--- config.mk ---
export PLATFORM = sky130hd
export DESIGN_NAME = jk_mod_counter
export DESIGN_NICKNAME = d
export VERILOG_FILES = /design/src/rtl/jk_mod_counter.sv
export SDC_FILE = /design/constraint.sdc
export NUM_CORES = 1
export LEC_CHECK = 0
export BUFFER_PORTS_ARGS = -buffer_cell sky130_fd_sc_hd__clkbuf_2
export CAP_MARGIN = 5
export CORE_AREA = 5 5 43 45
export CTS_CLUSTER_SIZE = 12
export DETAILED_ROUTE_END_ITERATION = 16
export DIE_AREA = 0 0 48 50
export MAX_ROUTING_LAYER = met4
export PLACE_DENSITY_LB_ADDON = 0.25
export SETUP_SLACK_MARGIN = 0.05
export SYNTH_ARGS = -nofsm -noshare
export SYNTH_HDL_FRONTEND = slang
export SYNTH_SLANG_ARGS = --single-unit
export TNS_END_PERCENT = 5
--- constraint.sdc ---
create_clock -name clk -period 2.8 [get_ports clk]
set_input_delay 0.84 -clock clk [delete_from_list [all_inputs] [get_ports clk]]
set_output_delay 0.84 -clock clk [all_outputs]
set_load 0.005 [all_outputs]
--- src/rtl/jk_mod_counter.sv ---
// rtl/jk_mod_counter.sv - modulo-N up/down counter built from per-bit JK excitation stages
module jk_mod_counter #(
    parameter int WIDTH   = 4,
    parameter int MODULUS = 10
) (
    input  logic             clk,
    input  logic             rst,
    input  logic [1:0]       cmd,
    input  logic             dir,
    input  logic [WIDTH-1:0] load_val,
    output logic [WIDTH-1:0] q,
    output logic [WIDTH-1:0] q_bar,
    output logic [WIDTH-1:0] j_exc,
    output logic [WIDTH-1:0] k_exc,
    output logic             tc,
    output logic             wrap
);

    // Command encoding mirrors the {J,K} inputs of a single JK stage.
    localparam logic [1:0] CMD_HOLD  = 2'b00;
    localparam logic [1:0] CMD_CLEAR = 2'b01;
    localparam logic [1:0] CMD_LOAD  = 2'b10;
    localparam logic [1:0] CMD_COUNT = 2'b11;

    // Highest legal count, and the modulus one bit wider so 2^WIDTH fits.
    localparam logic [WIDTH-1:0] MAX_V = WIDTH'(MODULUS - 1);
    localparam logic [WIDTH:0]   MOD_V = (WIDTH + 1)'(MODULUS);

    generate
        if (WIDTH < 2 || WIDTH > 16) begin : g_bad_width
            $error("jk_mod_counter: WIDTH must be in 2..16");
        end
        if (MODULUS < 2 || MODULUS > (1 << WIDTH)) begin : g_bad_modulus
            $error("jk_mod_counter: MODULUS must be in 2..2^WIDTH");
        end
    endgenerate

    logic [WIDTH-1:0] q_q;
    logic [WIDTH-1:0] q_d;
    logic             wrap_q;
    logic             wrap_d;

    logic [WIDTH-1:0] next_q;
    logic [WIDTH-1:0] load_sat;
    logic             at_max;
    logic             at_zero;
    logic             out_of_range;

    // State decode; out_of_range can only be true after an upset when MODULUS < 2^WIDTH.
    always_comb begin
        at_max       = (q_q == MAX_V);
        at_zero      = (q_q == '0);
        out_of_range = ({1'b0, q_q} >= MOD_V);
        load_sat     = (load_val > MAX_V) ? MAX_V : load_val;
    end

    // Target value for the next edge; illegal states recover toward the count direction.
    always_comb begin
        next_q = q_q;
        case (cmd)
            CMD_HOLD:  next_q = q_q;
            CMD_CLEAR: next_q = '0;
            CMD_LOAD:  next_q = load_sat;
            CMD_COUNT: begin
                if (dir) begin
                    next_q = (at_max || out_of_range) ? '0 : q_q + WIDTH'(1);
                end else begin
                    next_q = (at_zero || out_of_range) ? MAX_V : q_q - WIDTH'(1);
                end
            end
            default:   next_q = q_q;
        endcase
    end

    // JK excitation from current/target bits, then the JK characteristic equation per bit.
    always_comb begin
        j_exc = ~q_q & next_q;
        k_exc = q_q & ~next_q;
        q_d   = (j_exc & ~q_q) | (~k_exc & q_q);
    end

    // Terminal count looks at direction and state only; wrap is a counted pass through tc.
    always_comb begin
        tc     = (dir & at_max) | (~dir & at_zero);
        wrap_d = (cmd == CMD_COUNT) & tc;
    end

    // Register the count and the wrap pulse; reset clears both, dropping any pending wrap.
    always_ff @(posedge clk) begin
        if (rst) begin
            q_q    <= '0;
            wrap_q <= 1'b0;
        end else begin
            q_q    <= q_d;
            wrap_q <= wrap_d;
        end
    end

    assign q     = q_q;
    assign q_bar = ~q_q;
    assign wrap  = wrap_q;

endmodule

==> metrics.cfg <==
[run_status]
status = complete, but fails checks
violations = setup timing

[final_layout]
layout_commonest_cell = clkbuf_2
fin_util_pct = 66.6
fill_cells = 129
final_cells = 134
drive_gt1_share_pct = 55.1
most-common-layout-cells = clkbuf_2, buf_4, nor2_1
areaGrowthSynthToFinish_pct = 57.9
n_antenna_cell = 0
final_nets = 132

[cts]
cts_sinks = 5
clockBufferDepth = 2
cts-root-buf = clkbuf_4
path_clk_slew_ns = 0.04
htreeDepth = 1
cts_tree = built
cts_buffers = 3
ctsHoldBuffers = 0
clk_latency_ns = 0.24

[routing]
routed_via_density = 5.44
drcViolationCount = 0
vias = 729
avgRoutedWirePerCell_um = 14.5
drt.antenna.violating_nets = 0
drt_iter0_drc = 18
drt_pass1_iterations = 4
drt-total-wl_um = 1940

[synthesis]
netlist_area_um2 = 606
syn_area_per_cell_um2 = 7.76
yosysUniqueCellTypes = 35
yosysWarnings = 0
synth_edf_count = 0
synth_nets = 91
synth_area_leader_cell = dfxtp_1
syn-instance-count = 78
synthArstFlopShare_pct = 0
yosysSeqAreaShare_pct = 16.5
ys.flop_type = dfxtp_1
synth_seq_cells = 5
synth_top_area_share_pct = 16.5
synthTopCellsByArea = dfxtp_1, ha_1, mux2i_1

[grt]
grt_overflow = 0
grt_usage_pct = 19.7
grt_pass1_wl_um = 3420
grt_pass1_vias = 795
grt_max_degree = 13
antenna_found_initial = 0

[setup_path]
cp_cell_sequence = inv_2 > ha_4 > or4_4 > a31oi_4 > buf_6 > and3_4 > a211oi_1 > clkbuf_2
ff2ff_path_depth = 9
cp_max_fo = 5
critical_path_class = flip-flop to output port
critPathLaunchType = flip-flop
slowest_delay_ns = 0.53
cp_data_arrival_time_ns = 2.08
worst_path_max_delay_cell = or4_4
end_kind = output port
cp_data_required_time_ns = 1.96

[die]
rows = 14
core_um2 = 1440
start_util_pct = 42.2
ios = 27
chipWidth_um = 48
fp.dieH_um = 50
dieArea_um2 = 2400

[placement]
post-dp-hpwl_um = 1530
placed_cells = 128
dp_slack_ns = 0.0155
port_buffers = 26
gp_congestion = 0.846

[pwr]
power_frac_clock_pct = 25.9
powerDensity_nw_per_um2 = 339
total_power_w = 0.000324
p_leak_nw = 0.439
p_sw_w = 0.000116
switching_share_pct = 35.7
combinationalPowerShare_pct = 48.3
intPower_w = 0.000208
peakVddDrop_uv = 193
p_seq_share_pct = 25.8

[timing]
hold_viol = 0
relSlewSlack_pct = 66.6
fin_skew_ns = 0.00438
final.setup.tns_ns = -0.357
worstMarginPinSlew_ns = 0.500
finalCritPeriodShare_pct = 104
setup_viol = 5
drv_slew = 0
fmax_ghz = 0.343
min_period_ns = 2.92
rsz0062_at_grt = true
worst_slack_ns = -0.119

[min_path]
hold-path-cell-count = 3
hold_class = flip-flop to flip-flop

[run]
maxCapViolations = 0

[stage by stage]
step | area [um^2] | hold WS (ns)
floorplan | 607 | 0.678
finish | 956 | 0.675
global route | 956 | 0.718
detailed placement | 836 | 0.675
CTS | 943 | 0.653
global placement | 836 | 0.695
[critical path, delay by kind of cell, from the launching register on]
family | cells | cell delay (ns)
compound gates | 2 | 0.30
buf+inv | 3 | 0.33
flops | 1 | 0.35
simple gates | 2 | 0.69
fa+ha+maj | 1 | 0.16
[cells in the mapped netlist, drive strengths merged (3+ instances only)]
| library cell | instances |
|---|---|
| ha | 4 |
| a21oi | 5 |
| nor2 | 8 |
| mux2i | 4 |
| inv | 5 |
| nand2 | 3 |
| dfxtp | 5 |
| nand3 | 3 |
| buf | 6 |
| nor3 | 5 |
| a311oi | 3 |
[cell families (layout without fill, tap and decap cells)]
group                    count (synthesis)  after routing  share of synthesized area [%]
flip-flops                               5              5                           16.5
XOR/XNOR                                 1              1                           1.45
AO/OA/AOI/OAI                           20             20                           27.3
AND/OR/NAND/NOR                         33             33                           30.4
adder cells (fa/ha/maj)                  4              4                           8.26
multiplexers                             4              4                           6.61
buffers and inverters                   11             51                           9.50
[flip-flops by register name (all words and copies together) (netlist names)]
signal / flops
wrap: 1
q: 4
[final timing paths]
check | to | from | slack (ns)
setup / recovery | k_exc[3] | q[0]$_SDFF_PP0_ | -0.12
hold / removal | q[1]$_SDFF_PP0_ | q[1]$_SDFF_PP0_ | 0.67
setup reg to reg | q[2]$_SDFF_PP0_ | q[0]$_SDFF_PP0_ | 0.78
hold reg to reg | q[1]$_SDFF_PP0_ | q[1]$_SDFF_PP0_ | 0.67
[routing by layer]
| layer | wire [um] | share of wire, % | track usage (%) |
|---|---|---|---|
| met1 | 789 | 41 | 22.5 |
| met2 | 1020 | 53 | 32.6 |
| met3 | 109 | 5.6 | 6.18 |
| met4 | 21 | 1.1 | 4.48 |
| met5 | 0 | 0 | - |
[area by class of cell]
cell class,count,area [um^2],share of cell area (%)
clock buffer,4,26.3,2.75
multi-input combinational,62,518,54.2
tap,16,20.0,2.09
sequential,5,103,10.7
inverter,5,18.8,1.96
timing repair buffer,42,270,28.3
[power groups by stage]
stage | clock network [W] | logic, W | registers, W
4_1_cts | 0.0000901 | 0.000154 | 0.0000827
5_1_grt | 0.0000944 | 0.000173 | 0.0000839
2_1_floorplan | 0 | 0.0000783 | 0.0000824
3_5_place_dp | 0 | 0.000137 | 0.0000832
3_3_place_gp | 0 | 0.000134 | 0.0000828
6_report | 0.0000841 | 0.000156 | 0.0000836
[repair_timing]
item | 4_1_cts | 5_1_grt
setup buffers | 2 | 0
pin swaps | 7 | 4
endpoints found under the setup margin | 8 | 8
resized for setup | 14 | 5
No activity file was read; power rests on OpenSTA's default activity.
